`config.mk`:
```
export PLATFORM = sky130hd
export DESIGN_NAME = if_fetch_unit
export DESIGN_NICKNAME = d
export VERILOG_FILES = /design/src/rtl/if_fetch_unit.sv
export SDC_FILE = /design/constraint.sdc
export NUM_CORES = 1
export LEC_CHECK = 0
export ABC_AREA = 1
export ABC_CLOCK_PERIOD_IN_PS = 4550
export CAP_MARGIN = 20
export CORE_MARGIN = 3
export CORE_UTILIZATION = 25
export DETAILED_ROUTE_END_ITERATION = 6
export SETUP_SLACK_MARGIN = 0.5
export SLEW_MARGIN = 30
export SYNTH_ARGS = -nofsm -noshare
export SYNTH_HDL_FRONTEND = slang
export SYNTH_SLANG_ARGS = --single-unit
```
`constraint.sdc`:
```
create_clock -name clk -period 4.55 [get_ports clk]
set_input_delay 1.1375 -clock clk [delete_from_list [all_inputs] [get_ports clk]]
set_output_delay 1.1375 -clock clk [all_outputs]
set_load 0.05 [all_outputs]
```
`src/rtl/if_fetch_unit.sv`:
```
// rtl/if_fetch_unit.sv - instruction fetch unit: in-order imem requests feeding a small decode buffer
//
// Purpose: issues sequential word fetches to instruction memory, buffers the
// returned words with their addresses and presents them to decode. A redirect
// from execute flushes the buffer and drops responses still in flight.
//
// Ports:
//   clk, rst_n                  clock, asynchronous active-low reset
//   fetch_en_i                  level enable for issuing new requests
//   imem_req_o / imem_addr_o    fetch request and word address
//   imem_gnt_i                  request accepted this cycle
//   imem_rvalid_i/imem_rdata_i  in-order read response
//   redirect_valid_i/_pc_i      branch/jump redirect and target
//   id_valid_o/id_instr_o/id_pc_o  instruction presented to decode
//   id_ready_i                  decode accepts the presented instruction
module if_fetch_unit #(
    parameter logic [31:0] RESET_PC  = 32'h0000_0000,
    parameter int          BUF_DEPTH = 2
) (
    input  logic        clk,
    input  logic        rst_n,
    input  logic        fetch_en_i,
    output logic        imem_req_o,
    output logic [31:0] imem_addr_o,
    input  logic        imem_gnt_i,
    input  logic        imem_rvalid_i,
    input  logic [31:0] imem_rdata_i,
    input  logic        redirect_valid_i,
    input  logic [31:0] redirect_pc_i,
    output logic        id_valid_o,
    output logic [31:0] id_instr_o,
    output logic [31:0] id_pc_o,
    input  logic        id_ready_i
);
    localparam int                PTR_W   = (BUF_DEPTH > 2) ? 2 : 1;
    localparam int                CNT_W   = PTR_W + 1;
    localparam logic [31:0]       NOP     = 32'h0000_0013;
    localparam logic [CNT_W-1:0]  C_DEPTH = CNT_W'(BUF_DEPTH);
    localparam logic [CNT_W-1:0]  C_ONE   = CNT_W'(1);
    localparam logic [PTR_W-1:0]  P_ONE   = PTR_W'(1);

    typedef enum logic {S_IDLE, S_FETCH} state_t;

    state_t           r_state;
    state_t           w_state_nxt;
    logic [31:0]      r_pc;
    logic [31:0]      r_resp_pc;   // address of the next response that will be kept
    logic [CNT_W-1:0] r_out;       // granted requests whose response has not returned
    logic [CNT_W-1:0] r_disc;      // in-flight responses to drop after a redirect
    logic [CNT_W-1:0] r_count;
    logic [PTR_W-1:0] r_head;
    logic [PTR_W-1:0] r_tail;
    logic [31:0]      r_buf_instr [BUF_DEPTH];
    logic [31:0]      r_buf_pc    [BUF_DEPTH];

    logic [CNT_W:0]   w_inflight;
    logic [31:0]      w_redirect_pc;
    logic             w_req;
    logic             w_grant;
    logic             w_rsp;
    logic             w_push;
    logic             w_pop;
    logic             w_empty;

    assign w_redirect_pc = redirect_pc_i & ~32'h3;
    assign w_inflight    = {1'b0, r_count} + {1'b0, r_out};
    assign w_empty       = (r_count == '0);

    // Space is reserved for every outstanding request, so the buffer can never overflow.
    assign w_req   = (r_state == S_FETCH) && !redirect_valid_i && (w_inflight < {1'b0, C_DEPTH});
    assign w_grant = w_req && imem_gnt_i;
    // A response with nothing outstanding is ignored so the counters cannot underflow.
    assign w_rsp   = imem_rvalid_i && (r_out != '0);
    assign w_push  = w_rsp && !redirect_valid_i && (r_disc == '0);
    assign w_pop   = id_valid_o && id_ready_i;

    assign imem_req_o  = w_req;
    assign imem_addr_o = r_pc;
    assign id_valid_o  = !w_empty && !redirect_valid_i;
    assign id_instr_o  = w_empty ? NOP  : r_buf_instr[r_head];
    assign id_pc_o     = w_empty ? r_pc : r_buf_pc[r_head];

    // Leaving FETCH while a request waits for grant would break request stability,
    // so the FSM stays until that request is accepted.
    always_comb begin
        w_state_nxt = r_state;
        case (r_state)
            S_IDLE:  if (fetch_en_i) w_state_nxt = S_FETCH;
            S_FETCH: if (!fetch_en_i && !(w_req && !imem_gnt_i)) w_state_nxt = S_IDLE;
            default: w_state_nxt = S_IDLE;
        endcase
    end

    always_ff @(posedge clk or negedge rst_n) begin
        if (!rst_n) begin
            r_state   <= S_IDLE;
            r_pc      <= RESET_PC;
            r_resp_pc <= RESET_PC;
            r_out     <= '0;
            r_disc    <= '0;
            r_count   <= '0;
            r_head    <= '0;
            r_tail    <= '0;
        end else begin
            r_state <= w_state_nxt;
            if (redirect_valid_i) begin
                // No grant is possible in a redirect cycle; everything still in
                // flight after this cycle's response belongs to the old path.
                r_pc      <= w_redirect_pc;
                r_resp_pc <= w_redirect_pc;
                r_out     <= r_out - CNT_W'(w_rsp);
                r_disc    <= r_out - CNT_W'(w_rsp);
                r_count   <= '0;
                r_head    <= '0;
                r_tail    <= '0;
            end else begin
                if (w_grant) r_pc <= r_pc + 32'd4;
                r_out <= r_out + CNT_W'(w_grant) - CNT_W'(w_rsp);
                if (w_rsp && (r_disc != '0)) r_disc <= r_disc - C_ONE;
                if (w_push) begin
                    r_tail    <= r_tail + P_ONE;
                    r_resp_pc <= r_resp_pc + 32'd4;
                end
                if (w_pop) r_head <= r_head + P_ONE;
                r_count <= r_count + CNT_W'(w_push) - CNT_W'(w_pop);
            end
        end
    end

    // Buffer payload needs no reset; validity is tracked by r_count.
    always_ff @(posedge clk) begin
        if (w_push) begin
            r_buf_instr[r_tail] <= imem_rdata_i;
            r_buf_pc[r_tail]    <= r_resp_pc;
        end
    end

endmodule

```
* Yosys cells after proc, flatten, opt, wreduce, memory -nomap -nowiden
Memory sizes are Yosys's and may differ from the RTL's.
Index checks and enable logic that the tools add are counted.
** Word-level totals
- Bits of input ports :: 71
- Output and inout port bits :: 98
- Memories kept :: 2
- RAM bits :: 128
- Flip-flop bits (word level) :: 73
- Latch bits :: 0
- Word-level logic and storage cells :: 66
- ROM bits :: 0
** Cells by class
- $lt $le $gt $ge :: 1
- Equal/unequal tests :: 0
- Divide/modulo/power cells :: 0
- Multiplexer cells :: 19
- Reduce and logical (&&, ||, !) cells :: 24
- Multiply operators :: 0
- Shift-type cells :: 0
- Bitwise logic cells :: 1
- Add/subtract/negate cells :: 11
** Memories
- r_buf_instr :: words 2, width 32, read ports 1, clocked after memory_dff 0, wr ports 1, line 53 : logic [31:0] r_buf_instr [BUF_DEPTH];
- r_buf_pc :: words 2, width 32, read ports 1, clocked after memory_dff 0, wr ports 1, line 54 : logic [31:0] r_buf_pc [BUF_DEPTH];
** Operator list (count)
- $mux W32 :: 6
- $add A32 B3 Y32 const B :: 2
- $reduce_bool A2 Y1 :: 6
- $logic_and A1 B1 Y1 :: 11
- $mux W1 :: 8
- $mux W2 :: 4
- $sub A2 B1 Y2 :: 3
- $logic_not A1 Y1 :: 5
- $add A2 B1 Y2 :: 2
- $logic_not A2 Y1 :: 2
- $add A2 B2 Y3 :: 1
- $lt A3 B2 Y1 const B :: 1
- $add A1 B1 Y1 const B :: 2
- $pmux W1 S2 :: 1
- $sub A2 B1 Y2 const B :: 1
- $not A1 Y1 :: 1

* Logic depth before layout (Yosys ltp)
Gate-level depths: netlist of the first run.
- Word-level depth :: 8
- Mapped depth :: 12
- Depth with buffers taken out :: 11

* Least setup slack after synthesis of the first run
No wires, ideal clock.
- Path type :: input to register
- Start point :: input port imem_rvalid_i
- End point :: memory r_buf_instr[1][0] (enable)
- Slack :: -68 ps
- Path buffers :: 1
- Data required time :: 4068 ps
- Cell stages on the path :: 5
- Data arrival time :: 4136 ps
- Cell sequence :: o21ai_2 -> nor2_1 -> nand2_1 -> buf_2 -> nor2_1
** On the way
- Cells in the longest elaborated chain, start to end :: 5
** RTL lines
- from (decl) :: line 26 : input logic imem_rvalid_i,
- $logic_and A1 B1 Y1 :: line 73 : assign w_rsp = imem_rvalid_i && (r_out != '0);
- $logic_and A1 B1 Y1 (2 in a row) :: line 74 : assign w_push = w_rsp && !redirect_valid_i && (r_disc == '0);
- $mux W1 :: line 132 : if (w_push) begin
- $mux W1 (implied by the code) :: line 133 : r_buf_instr[r_tail] <= imem_rdata_i;
- to (decl) :: line 53
No other way between the ends.

* Worst setup path after layout of the first run
- Start point :: register r_count[1]
- End point :: output port id_pc_o[31]
** On the way
- Cells in the longest elaborated chain, start to end :: 2
** RTL lines
- from (decl) :: line 50 : logic [CNT_W-1:0] r_count;
- from (signal assigned) :: line 125 : r_count <= r_count + CNT_W'(w_push) - CNT_W'(w_pop);
- $logic_not A2 Y1 :: line 67 : assign w_empty = (r_count == '0);
- $mux W32 :: line 81 : assign id_pc_o = w_empty ? r_pc : r_buf_pc[r_head];
- to (decl) :: line 32 : output logic [31:0] id_pc_o,
No other way between the ends.

==> results of run 1 <==
how the worst max path moves through the flow:
stage                     slack [ns]                     endpoint                 start  cells past startpoint
after floorplan                 0.96  r_buf_instr[1][0]$_DFFE_PP_         imem_rvalid_i                      5
after global placement          1.02                  id_pc_o[31]    r_head$_DFFE_PN0P_                      4
after detailed placement        1.01                  id_pc_o[31]    r_head$_DFFE_PN0P_                      4
after CTS                       0.51                  id_pc_o[31]    r_head$_DFFE_PN0P_                      4
after global routing            0.53                   id_pc_o[5]  r_count[1]$_DFF_PN0_                      6
final                           0.63                  id_pc_o[31]  r_count[1]$_DFF_PN0_                      5
final cells by class:
type / count / area, um2 / share of cell area
flip-flops and latches: 193 / 5450 / 0.436
multi-input cells: 732 / 3600 / 0.288
repair buffers: 183 / 1830 / 0.146
well taps: 511 / 639 / 0.0511
clock buffers: 17 / 425 / 0.0340
inverters: 106 / 398 / 0.0318
clock inverters: 15 / 175 / 0.0140
power by group:
part,switching [mW],leakage (nW),internal [mW]
registers,0.232,1.96,2.11
logic,1.84,2.72,0.841
clock network,0.708,0.288,0.826
cell families (layout without fill, tap and decap cells):
kind of cell             after synthesis  count (layout)  synth area share
AO/OA/AOI/OAI                        171             171             0.102
XOR/XNOR                              20              20            0.0182
adder cells (fa/ha/maj)                9               9            0.0125
buffers and inverters                149             321            0.0621
flip-flops                           193             193             0.567
other                                  1               4          0.000390
AND/OR/NAND/NOR                      528             528             0.238
synth_stat cells, types with 9 or more instances:
| cell type | number | share of area |
|---|---|---|
| buf_2 | 11 | 0.0057 |
| dfrtp_1 | 69 | 0.18 |
| a22oi_1 | 22 | 0.017 |
| nor2_1 | 81 | 0.032 |
| a21oi_1 | 85 | 0.044 |
| xor2_1 | 17 | 0.015 |
| nand2_1 | 315 | 0.12 |
| inv_1 | 97 | 0.038 |
| o211ai_1 | 12 | 0.0094 |
| nor3_1 | 13 | 0.0068 |
| inv_2 | 9 | 0.0035 |
| edfxtp_1 | 124 | 0.39 |
| o21ai_0 | 34 | 0.018 |
| nand4_1 | 18 | 0.012 |
| nand3_1 | 66 | 0.034 |
| clkbuf_1 | 19 | 0.0074 |
sequential cells by signal, indices dropped and copies added, names as in the netlist, 2 cells and up:
name,count
r_buf_instr,64
r_buf_pc,60
imem_addr_o,30
r_resp_pc,30
r_count,2
r_disc,2
r_out,2
cell usage in the layout, fill, tap and decap left out, drive strengths merged, types with 4 or more instances in the layout:
| master | synthesis | layout |
|---|---|---|
| a21oi | 85 | 85 |
| a22oi | 22 | 22 |
| buf | 23 | 23 |
| clkbuf | 20 | 17 |
| clkdlybuf4s50 | 0 | 160 |
| clkinv | 0 | 7 |
| conb | 1 | 4 |
| dfrtp | 69 | 69 |
| edfxtp | 124 | 124 |
| ha | 8 | 8 |
| inv | 106 | 110 |
| nand2 | 324 | 324 |
| nand3 | 68 | 68 |
| nand4 | 19 | 19 |
| nor2 | 96 | 96 |
| nor3 | 16 | 16 |
| o211ai | 12 | 12 |
| o21ai | 39 | 39 |
| o21bai | 7 | 7 |
| xor2 | 17 | 17 |
routing by layer:
layer / wire [um] / vias up / part of all wire
li1: - / 3902 / -
met1: 13200 / 3835 / 0.43
met2: 14500 / 306 / 0.47
met3: 2130 / 48 / 0.069
met4: 877 / 0 / 0.029
met5: 0 / - / 0
repair_timing:
item | 4_1_cts | 5_1_grt
setup endpoints to repair | 0 | 11
buffers inserted | 0 | 5
resized for setup | 0 | 1
per-stage QoR:
step | cell area, um2 | worst slack, ns
3_3_place_gp | 11900 | 1.02
2_1_floorplan | 9630 | 0.962
5_1_grt | 12500 | 0.527
4_1_cts | 12500 | 0.510
3_5_place_dp | 11900 | 1.01
6_report | 12500 | 0.632
worst max-delay path, delay by kind of cell (launching register included):
family                 cells  cell delay, ns
and+or+nand+nor            1            0.36
buffers and inverters      2            1.11
DFF                        1            0.45
AOI/OAI and AO/OA          2            0.42
==> reports/qor.yml, run 1 <==
grtUsageMet3: 0.0346
grt_pass1_wl_um: 47300
start_util: 0.255
num_rows: 71
final_antenna_net_count: 0
grt_overflow: 0
synth_flop_cell: "edfxtp_1"
critPathMaxFanout: 25
portBuffers: 162
vias: 8091
avgRoutedWirePerCell_um: 17.5
synth_cell_types: 41
ff2ff_setup_slack_ns: 2.01
finalMaxSlewViolations: 0
design.core.area_um2: 37800
startpoint_type: "register"
whs_ns: 0.518
slew_headroom: 0.506
holdPathEnd: "r_buf_pc[0][2]$_DFFE_PP_"
clk_latency_ns: 0.44
fmax_mhz: 255
use_met1: 0.195
seq_area_frac_synth: 0.567
grt_max_degree: 70
synth_edf_count: 124
grt_setup_unrepaired: "no"
grt_antenna_before_repair: 1
hp-class: "register to register"
worst_pin_slew_ns: 0.739
final_util: 0.332
worst_ep_required_time_ns: 3.41
min_period_ns: 3.92
fin_crit_sh: 0.861
p_leak_nw: 4.97
die_y_um: 202
max-cap-violations: 0
syn_inst: 1071
holdCritStartpoint: "r_resp_pc[2]$_DFFE_PN0N_"
nets: 1313
r2r_end: "r_out[1]$_DFF_PN0_"
synth_area_um2: 9610
die_width_um: 202
cellPowerDensity_nw_per_um2: 524
wirelength_um: 30700
endpoint_kind: "output port"
drive_gt1_frac: 0.0803
hold_viol_final: 0
layout.cells.non_filler: 1757
worstHoldPathCells: 0
drt_iter0_markers: 492
critical-path-max-stage-delay_ns: 0.89
crit_type: "register to output port"
cts_hold_buf: 0
cts_tree: "yes"
tns_ns: 0
worstPathCellList: "nor2_4 -> buf_12 -> a21oi_1 -> a22oi_1 -> clkdlybuf4s50_1"
cts-buffers-inserted: 17
r2r_cells: 11
area.growth.synth_to_final_pct: 30.2
grt.total_usage: 0.150
dp_hpwl_um: 22200
yosys_register_bits: 193
fill_cells: 3808
gr-usage-met2: 0.247
gp_congestion: 0.907
clock_sinks: 193
async_flop_share: 0.358
cts.htree.levels: 4
clk_pin_slew_worst_paths_ns: 0.07
vias_per_cell: 4.61
ys_warn_count: 0
die_area_um2: 40800
grt_pass1_vias: 7871
ios: 169
ir_drop_uv: 263
fin_total_pwr_mw: 6.56
fin_skew_ns: 0.0141
clockBufferDepth: 2
crit_arrival_ns: 2.78
outcome: "finished clean"
syn_avg_cell_area_um2: 8.98
cp_slowest_cell: "clkdlybuf4s50_1"
setup_viol: 0
n_antenna_cell: 0
rr_startpoint: "r_out[0]$_DFF_PN0_"
dp.cells: 1720
drc: 0
busiest_layer: "met2"
drt-pass1-iter-count: 5
cts_root_buffer: "clkbuf_16"
Note: power is estimated with default switching activity, not from simulation.
==> run 2: changes to the inputs <==
- SLEW_MARGIN: 30 -> default
==> reports/qor.yml, run 2 (synthesis results as in run 1) <==
die_area_um2: 40800  # unchanged
critical-path-max-stage-delay_ns: 0.89  # about the same
n_antenna_cell: 0  # unchanged
die_width_um: 202  # unchanged
grt_setup_unrepaired: "no"
fmax_mhz: 254  # -0.32%
rr_startpoint: "r_out[0]$_DFF_PN0_"
vias_per_cell: 4.57  # -0.77%
wirelength_um: 30700  # about the same
ios: 169  # unchanged
clk_pin_slew_worst_paths_ns: 0.08  # about the same
crit_type: "register to output port"
grt_antenna_before_repair: 0  # -1
cts_hold_buf: 0  # unchanged
portBuffers: 162  # unchanged
worstPathCellList: "nor2_4 -> buf_12 -> a21oi_1 -> a22oi_1 -> clkdlybuf4s50_1"
drt-pass1-iter-count: 5  # unchanged
holdCritStartpoint: "r_resp_pc[31]$_DFFE_PN0N_"
vias: 8029  # -0.77%
grt.total_usage: 0.150  # -0.000403
clockBufferDepth: 2  # unchanged
clk_latency_ns: 0.44  # about the same
fin_crit_sh: 0.864  # +0.00277
max-cap-violations: 0  # unchanged
r2r_end: "r_out[1]$_DFF_PN0_"
cts_root_buffer: "clkbuf_16"
hp-class: "register to register"
cts_tree: "yes"
ir_drop_uv: 272  # +3.3%
grt_max_degree: 70  # unchanged
worstHoldPathCells: 0  # unchanged
tns_ns: 0  # unchanged
layout.cells.non_filler: 1757  # unchanged
drt_iter0_markers: 576  # +17%
design.core.area_um2: 37800  # unchanged
drive_gt1_frac: 0.0795  # -0.000803
largest_register_ffs: 64  # unchanged
num_rows: 71  # unchanged
min_period_ns: 3.93  # +0.0126 ns
startpoint_type: "register"
layout_commonest_cell: "nand2_1"
setup_viol: 0  # unchanged
dp_hpwl_um: 22200  # about the same
p_leak_nw: 4.99  # +0.50%
grt_pass1_wl_um: 47100  # -0.28%
holdPathEnd: "r_buf_pc[0][31]$_DFFE_PP_"
hold_viol_final: 0  # unchanged
grt_pass1_vias: 7826  # -0.57%
critPathMaxFanout: 25  # unchanged
slew_headroom: 0.336  # -0.170
area.growth.synth_to_final_pct: 30.2  # about the same
gp_congestion: 0.907  # unchanged
avgRoutedWirePerCell_um: 17.5  # about the same
largest_registers: "r_buf_instr x64, r_buf_pc x60"
outcome: "finished clean"
fin_skew_ns: 0.0146  # +0.000442 ns
top_register: "r_buf_instr"
r2r_cells: 11  # unchanged
clock_sinks: 193  # unchanged
fill_cells: 3788  # -0.53%
worst_ep_required_time_ns: 3.41  # about the same
grt_overflow: 0  # unchanged
worst_pin_slew_ns: 0.996  # +0.257 ns
ff2ff_setup_slack_ns: 2.01  # about the same
cts-buffers-inserted: 17  # unchanged
dp.cells: 1720  # unchanged
nets: 1313  # unchanged
final_antenna_net_count: 0  # unchanged
endpoint_kind: "output port"
finalMaxSlewViolations: 0  # unchanged
crit_arrival_ns: 2.79  # about the same
cellPowerDensity_nw_per_um2: 524  # about the same
start_util: 0.255  # unchanged
die_y_um: 202  # unchanged
cts.htree.levels: 4  # unchanged
cp_slowest_cell: "clkdlybuf4s50_1"
drc: 0  # unchanged
mostFrequentLayoutCells: "nand2_1 (315), clkdlybuf4s50_1 (157), edfxtp_1 (124)"
==> run 2: cell types whose count changed in the layout (fill, tap and decap cells not counted), sizes merged <==
cell	delta
clkinv	-1
inv	+1
clkdlybuf4s50	-3
dlymetal6s2s	+3
==> run 2: layout make-up <==
class,count,area (um2),area share
Clock buffer,17,425,0.0340
Clock inverter,15,174,0.0139
Inverter,106,398,0.0318
Multi-Input combinational cell,732,3600,0.288
Sequential cell,193,5450,0.435
Tap cell,511,639,0.0511
Timing Repair Buffer,183,1830,0.146
==> run 2: what timing repair did <==
| action | CTS | global route |
|---|---|---|
| endpoints found under the setup margin | 0 | 15 |
| resized for setup | 0 | 4 |
| setup buffers | 0 | 5 |
==> run 2: worst max-delay path, delay by kind of cell (launching register included) <==
family	cells	cell delay, ns
buf+inv	2	1.12
flops	1	0.45
compound gates	2	0.43
simple gates	1	0.36
==> run 2: worst max path at each step <==
stage / endpoint / startpoint / depth (start not counted) / slack [ns]
floorplan: r_buf_instr[1][0]$_DFFE_PP_ / imem_rvalid_i / 5 / 0.96
global placement: id_pc_o[31] / r_head$_DFFE_PN0P_ / 4 / 1.02
detailed placement: id_pc_o[31] / r_head$_DFFE_PN0P_ / 4 / 1.01
CTS: id_pc_o[31] / r_head$_DFFE_PN0P_ / 4 / 0.51
global route: id_pc_o[23] / r_count[1]$_DFF_PN0_ / 6 / 0.51
finish: id_pc_o[31] / r_count[1]$_DFF_PN0_ / 5 / 0.62
==> run 2: stage by stage <==
step / worst slack [ns] / util / cell area (um2) / total power [mW] / hold slack (ns)
final: 0.619 / 0.332 / 12500 / 6.56 / 0.517
after floorplan: 0.962 / - / 9630 / 4.03 / 0.464
after global placement: 1.02 / 0.314 / 11900 / 5.02 / 0.476
after global routing: 0.512 / 0.332 / 12500 / 6.90 / 0.539
after detailed placement: 1.01 / 0.314 / 11900 / 5.05 / 0.496
after CTS: 0.514 / 0.330 / 12500 / 6.60 / 0.515
==> run 2: where the power goes <==
group          leakage [nW]  switching [mW]  internal (mW)
registers              1.96           0.231           2.11
clock network         0.286           0.713          0.826
logic                  2.74            1.84          0.839
total                  4.99            2.78           3.77
==> run 2: metal layers <==
| metal | GRT usage | up-vias | share of wire |
|---|---|---|---|
| li1 | - | 3890 | - |
| met1 | 0.196 | 3824 | 0.44 |
| met2 | 0.242 | 276 | 0.47 |
| met3 | 0.0358 | 39 | 0.066 |
| met4 | 0.0552 | 0 | 0.028 |
| met5 | 0 | - | 0 |
==> run 3: changes to the inputs <==
--- a/config.mk
+++ b/config.mk
@@ -12,4 +12,5 @@
 export CORE_UTILIZATION = 25
 export DETAILED_ROUTE_END_ITERATION = 6
+export DONT_BUFFER_PORTS = 1
 export SETUP_SLACK_MARGIN = 0.5
 export SYNTH_ARGS = -nofsm -noshare
==> constraint.sdc (replaced) <==
create_clock -name clk -period 4.55 [get_ports clk]
set_input_delay 0.91 -clock clk [delete_from_list [all_inputs] [get_ports clk]]
set_output_delay 0.91 -clock clk [all_outputs]
set_load 0.05 [all_outputs]
==> reports/qor.yml, run 3 (synthesis results as in run 1) <==
layout_commonest_cell: "nand2_1"
dp_hpwl_um: 21700  # -2.2%
cp_top_family: "buffers and inverters"
die_area_um2: 40800  # unchanged
p_int_mw: 3.50  # -7.2%
path_buf_inv: 2  # unchanged
rr_startpoint: "r_disc[0]$_DFFE_PN0P_"
power_frac_seq: 0.402  # +0.045
swShare: 0.441  # +0.0164
setup_ws_ns: 1.25  # +0.628 ns
finalMaxSlewViolations: 0  # unchanged
max-cap-violations: 0  # unchanged
n_antenna_cell: 0  # unchanged
worst_ep_required_time_ns: 3.64  # +0.23 ns
worstPathCellList: "inv_2 -> buf_4 -> nand2_1 -> nand3_1"
portBuffers: 0  # -100%
grt_pass1_wl_um: 44400  # -5.8%
grt_overflow: 0  # unchanged
grt_max_degree: 70  # unchanged
cellPowerDensity_nw_per_um2: 556  # +6.2%
clock_sinks: 193  # unchanged
clk_pin_slew_worst_paths_ns: 0.08  # about the same
largest_registers: "r_buf_instr x64, r_buf_pc x60"
wirelength_um: 30100  # -1.8%
design.core.area_um2: 37800  # unchanged
fin_crit_sh: 0.726  # -0.138
num_rows: 71  # unchanged
outcome: "finished clean"
nets: 1199  # -8.7%
hp-class: "input port to async pin"
crit_arrival_ns: 2.39  # -0.40 ns
ir_drop_uv: 244  # -10%
clockBufferDepth: 2  # unchanged
grt.total_usage: 0.143  # -0.00635
cp_slowest_cell: "inv_2"
gp_congestion: 0.888  # -2.2%
dp_slack_ns: 1.68  # +0.670 ns
clk_latency_ns: 0.44  # about the same
dp.cells: 1611  # -6.3%
crit_type: "register to output port"
grt_antenna_before_repair: 4  # +4
grt_pass1_vias: 7261  # -7.2%
mostFrequentLayoutCells: "nand2_1 (315), edfxtp_1 (124), inv_1 (97)"
endpoint_kind: "output port"
drive_gt1_frac: 0.130  # +0.0504
ios: 169  # unchanged
drt_iter0_markers: 549  # -4.7%
cts.htree.levels: 4  # unchanged
drc: 0  # unchanged
critical-path-max-stage-delay_ns: 0.51  # -0.38 ns
top_register: "r_buf_instr"
layout.cells.non_filler: 1643  # -6.5%
start_util: 0.255  # unchanged
final_util: 0.298  # -0.0335
cts_root_buffer: "clkbuf_16"
die_width_um: 202  # unchanged
power_frac_comb: 0.353  # -0.055
setup_viol: 0  # unchanged
die_y_um: 202  # unchanged
power_frac_clock: 0.245  # +0.010
grt_setup_unrepaired: "no"
critPathMaxFanout: 33  # +32%
largest_register_ffs: 64  # unchanged
avgRoutedWirePerCell_um: 18.3  # +5.0%
area.growth.synth_to_final_pct: 17.0
fmax_mhz: 303  # +19%
fin_skew_ns: 0.0104  # -0.00421 ns
cts_resized: 0  # unchanged
vias_per_cell: 4.67  # +2.3%
worst_pin_slew_ns: 0.936  # -0.0596 ns
placed_cell_area_um2: 10600  # -10%
fin_total_pwr_mw: 6.26  # -4.5%
tns_ns: 0  # unchanged
power.switching_mw: 2.76  # -0.81%
cts_hold_buf: 0  # unchanged
whs_ns: 0.154  # -0.363 ns
vias: 7680  # -4.3%
cts_tree: "yes"
post_cts_buffers: 0  # unchanged
min_period_ns: 3.30  # -0.628 ns
hold_viol_final: 0  # unchanged
slew_headroom: 0.374  # +0.0374
cts-buffers-inserted: 17  # unchanged
startpoint_type: "register"
critPathLaunch: "r_head$_DFFE_PN0P_"
final_antenna_net_count: 0  # unchanged
design_area_um2: 11300  # -10%
p_leak_nw: 4.61  # -7.7%
drt-pass1-iter-count: 5  # unchanged
-- run 3: cell types whose count changed in the layout (fill, tap and decap cells not counted), sizes merged --
cell	delta
buf	+46
bufinv	-2
clkbuf	+2
clkdlybuf4s50	-157
clkinv	-2
clkinvlp	-2
dlymetal6s2s	-3
inv	+4
-- run 3: area by class of cell --
type | count | area (um2)
repair buffers | 69 | 556
multi-input cells | 732 | 3600
well taps | 511 | 639
clock inverters | 13 | 133
clock buffers | 19 | 475
flip-flops and latches | 193 | 5450
inverters | 106 | 398
fillers | 3957 | 26500
-- run 3: power by group through the flow --
stage | clock, mW | sequential (mW) | combinational [mW]
after CTS | 1.58 | 2.52 | 2.24
after global placement | 0 | 2.55 | 2.20
final | 1.53 | 2.52 | 2.21
after global routing | 1.64 | 2.55 | 2.38
after detailed placement | 0 | 2.56 | 2.23
after floorplan | 0 | 2.45 | 1.58
-- run 3: path summary, 6_finish.rpt --
path,to,slack (ns),cells after the start
max,id_instr_o[1],1.25,4
min,r_resp_pc[15]$_DFFE_PN0N_,0.15,0
max reg2reg,r_buf_instr[0][3]$_DFFE_PP_,2.04,7
min reg2reg,r_buf_pc[1][31]$_DFFE_PP_,0.52,0
max in group asynchronous,r_head$_DFFE_PN0P_,4.24,0
min in group clk,r_buf_pc[1][31]$_DFFE_PP_,0.52,0
-- run 3: routing by layer --
metal | up-vias | GRT usage | wire length (um)
li1 | 3670 | - | -
met1 | 3659 | 0.169 | 11800
met2 | 277 | 0.232 | 14100
met3 | 66 | 0.0548 | 2810
met4 | 8 | 0.0676 | 1320
met5 | - | 0 | 61
==> RTL change, RTL diff (settings of run 1) <==
The parameter `BUF_DEPTH` goes from 2 to 4.
--- a/src/rtl/if_fetch_unit.sv
+++ b/src/rtl/if_fetch_unit.sv
@@ -15,7 +15,7 @@
 //   id_ready_i                  decode accepts the presented instruction
 module if_fetch_unit #(
     parameter logic [31:0] RESET_PC  = 32'h0000_0000,
-    parameter int          BUF_DEPTH = 2
+    parameter int          BUF_DEPTH = 4
 ) (
     input  logic        clk,
     input  logic        rst_n,
Function: changed (a bounded check fails within 4 cycles, from zero or initial values and one cycle with rst_n low).
==> RTL change against run 1 <==
Sequential cell count grew 129; clock power is 86% higher; setup slack better by 0.19 ns; area after synthesis grew 54%; total power up 79%; register-to-register slack got worse by 0.36 ns; largest cell class unchanged; die area rose by 52%; synthesized cell count rose by 39%; routed wire length is 41% higher; critical endpoint is now id_pc_o[11]; sequential share of layout area rose by 6.2 points; critical path type unchanged; cell area grew 49%; combinational power increased by 95%.
==> RTL change: results (changes against run 1) <==
Clock tree
  – Max Buffers Root-to-Sink: 3 (+1)
  – Worst skew pair latency: 0.55 ns (+0.11 ns)
  – Clk slew on worst S/H paths: approximately 0.060 ns
  – Inserted Clock Buffers: 37 (+20)
  – CTS H-tree lvls: 2 (-2)
  – Post-CTS Resized: 0 (unchanged)
  – Postcts setup bufs: 0 (unchanged)
  – Root Driver: clkbuf_16

Cells and area
  – Share of cells above drive strength 1: 11.3% (+3.3 points)
  – N_diodes: 0 (unchanged)
  – Regs by FF count: r_buf_instr x128, r_buf_pc x120
  – Nets: 1734 (+32%)

GRT
  – Vias in the first global route: 11200 (+42%)
  – Met2 GRT Util: 21.8% (-2.9 points)
  – M3 GR Usage: 2.51% (-0.95 points)
  – M1 GR Usage: 18.9% (-0.61 points)
  – Global route total overflow: 0 (unchanged)
  – Global-route wire length before repair: 65600 um (+39%)
  – All-Layer GR Usage: 13.6% (-1.4 points)
  – Largest net degree at the start of global routing: 128 (+83%)
  – Initial antenna violation count: 0 (-1)

STA
  – Max_slew headroom: 44.1% (-6.5 points)
  – Worst Clk Skew: 0.0303 ns (+0.0161 ns)

Critical path
  – Crit path capture: id_pc_o[11]
  – Crit-path max FO: 39 (+56%)
  – CP Data Arrival Time: 2.59 ns (-0.19 ns)
  – R2R Path End: r_out[2]
  – Reg2reg path depth: 13 (+2)
  – Worst setup startpoint: r_head[1]
  – Reg-to-reg slack, setup: 1.65 ns (-0.36 ns)
  – R2R Path Start: r_count[1]

Placement
  – Placed Cells: 2371 (+38%)
  – Cell Area, Placed: 17600 um^2 (+48%)
  – Dpl hpwl: 28000 um (+27%)
  – GP Congestion: 0.836 (-7.9%)
  – Pre-CTS setup slack: 0.950 ns (-0.0612 ns)
  – PortBufs: 162 (unchanged)

Yosys
  – Seq/Total Area, Yosys: 62.8% (+6.1 points)
  – Top cells by area, synth: edfxtp_1 (50%), dfrtp_1 (13%), nand2_1 (7.6%)
  – Syn Inst Count: 1492 (+39%)
  – Post-synth ARST share: 23.0% (-13 points)
  – Yosys warns: 0 (unchanged)
  – Yosys cell types: 43 (+4.9%)
  – Commonest cells post-synth: nand2_1 (298), nor2_1 (262), edfxtp_1 (248), o21ai_0 (171), inv_1 (81)
  – Post-synth EDFFs: 248 (+100%)

Routing
  – DRT Pass-1 Iters: 5 (unchanged)
  – WL/cell: 17.7 um (+1.4%)
  – Vias per inst: 4.61 (+0.21%)
  – DRT iter0 DRCs: 743 (+51%)
  – Drt total wl: 43100 um (+41%)

Power
  – Worst vdd ir: 0.510 mV (+94%)
  – P_leak: 6.91 nW (+39%)

Run status
  – Status: finished clean

Min path
  – HP Class: register to register
-- RTL change: cell types whose count changed after synthesis, moves of 8 or more --
cell,run 1,this run
edfxtp_1,124,248
inv_1,97,81
nand4_1,18,6
o22ai_1,0,28
o21ai_0,34,171
nor2_1,81,262
a21oi_1,85,43
ha_1,8,16
buf_2,11,26
nand2_1,315,298
a22oi_1,22,0
clkbuf_1,19,32
-- RTL change: per-layer routing --
metal  share of wire [%]  vias to the layer above
met5                   0                        -
met4                 2.2                        0
met3                 5.7                       58
met2                  46                      366
met1                  46                     5432
li1                    -                     5381
-- RTL change: kinds of logic (layout without fill, tap and decap cells) --
logic type / Yosys count / in the layout / synth area share, %
AND/OR/NAND/NOR: 695 / 695 / 19.8
flip-flops: 322 / 322 / 62.8
AO/OA/AOI/OAI: 275 / 275 / 9.98
buffers and inverters: 158 / 333 / 4.48
XOR/XNOR: 23 / 23 / 1.36
adder cells (fa/ha/maj): 18 / 18 / 1.62
other: 1 / 4 / 0.0253
-- RTL change: critical path, stage by stage (launching register included) --
cell	delay, ns
dfrtp_2	0.51
inv_2	0.09
buf_4	0.44
o21ai_0	0.20
o22ai_1	0.37
nand2_1	0.08
o21ai_0	0.12
buf_4	0.24
-- RTL change: how the worst min path moves through the flow --
| stage | endpoint | startpoint | slack (ns) | cells after the start |
|---|---|---|---|---|
| after floorplan | r_buf_pc[0][2] | r_resp_pc[2] | 0.50 | 0 |
| after global placement | r_buf_pc[0][2] | r_resp_pc[2] | 0.53 | 0 |
| after detailed placement | r_buf_pc[0][2] | r_resp_pc[2] | 0.56 | 0 |
| after CTS | r_disc[2] | r_disc[2] | 0.57 | 1 |
| after global routing | r_disc[2] | r_disc[2] | 0.61 | 1 |
| final | r_disc[2] | r_disc[2] | 0.57 | 1 |
-- RTL change: metrics by stage --
stage                     hold slack, ns  utilization [%]
after floorplan                    0.502                -
after CTS                          0.574             32.2
final                              0.571             32.2
after detailed placement           0.559             30.2
after global routing               0.609             32.2
after global placement             0.533             30.2
-- RTL change: cell type report --
cell class | count | area [um^2]
repair buffers | 181 | 2070
clock inverters | 18 | 154
well taps | 765 | 957
inverters | 88 | 332
fillers | 5916 | 39400
multi-input cells | 1015 | 4890
clock buffers | 46 | 1000
flip-flops and latches | 322 | 9300
-- RTL change: report_power, final --
group	total [mW]	switching [mW]	internal [mW]
clock	2.84	1.17	1.68
combinational	5.22	3.57	1.65
sequential	3.68	0.270	3.41
total	11.7	5.00	6.74
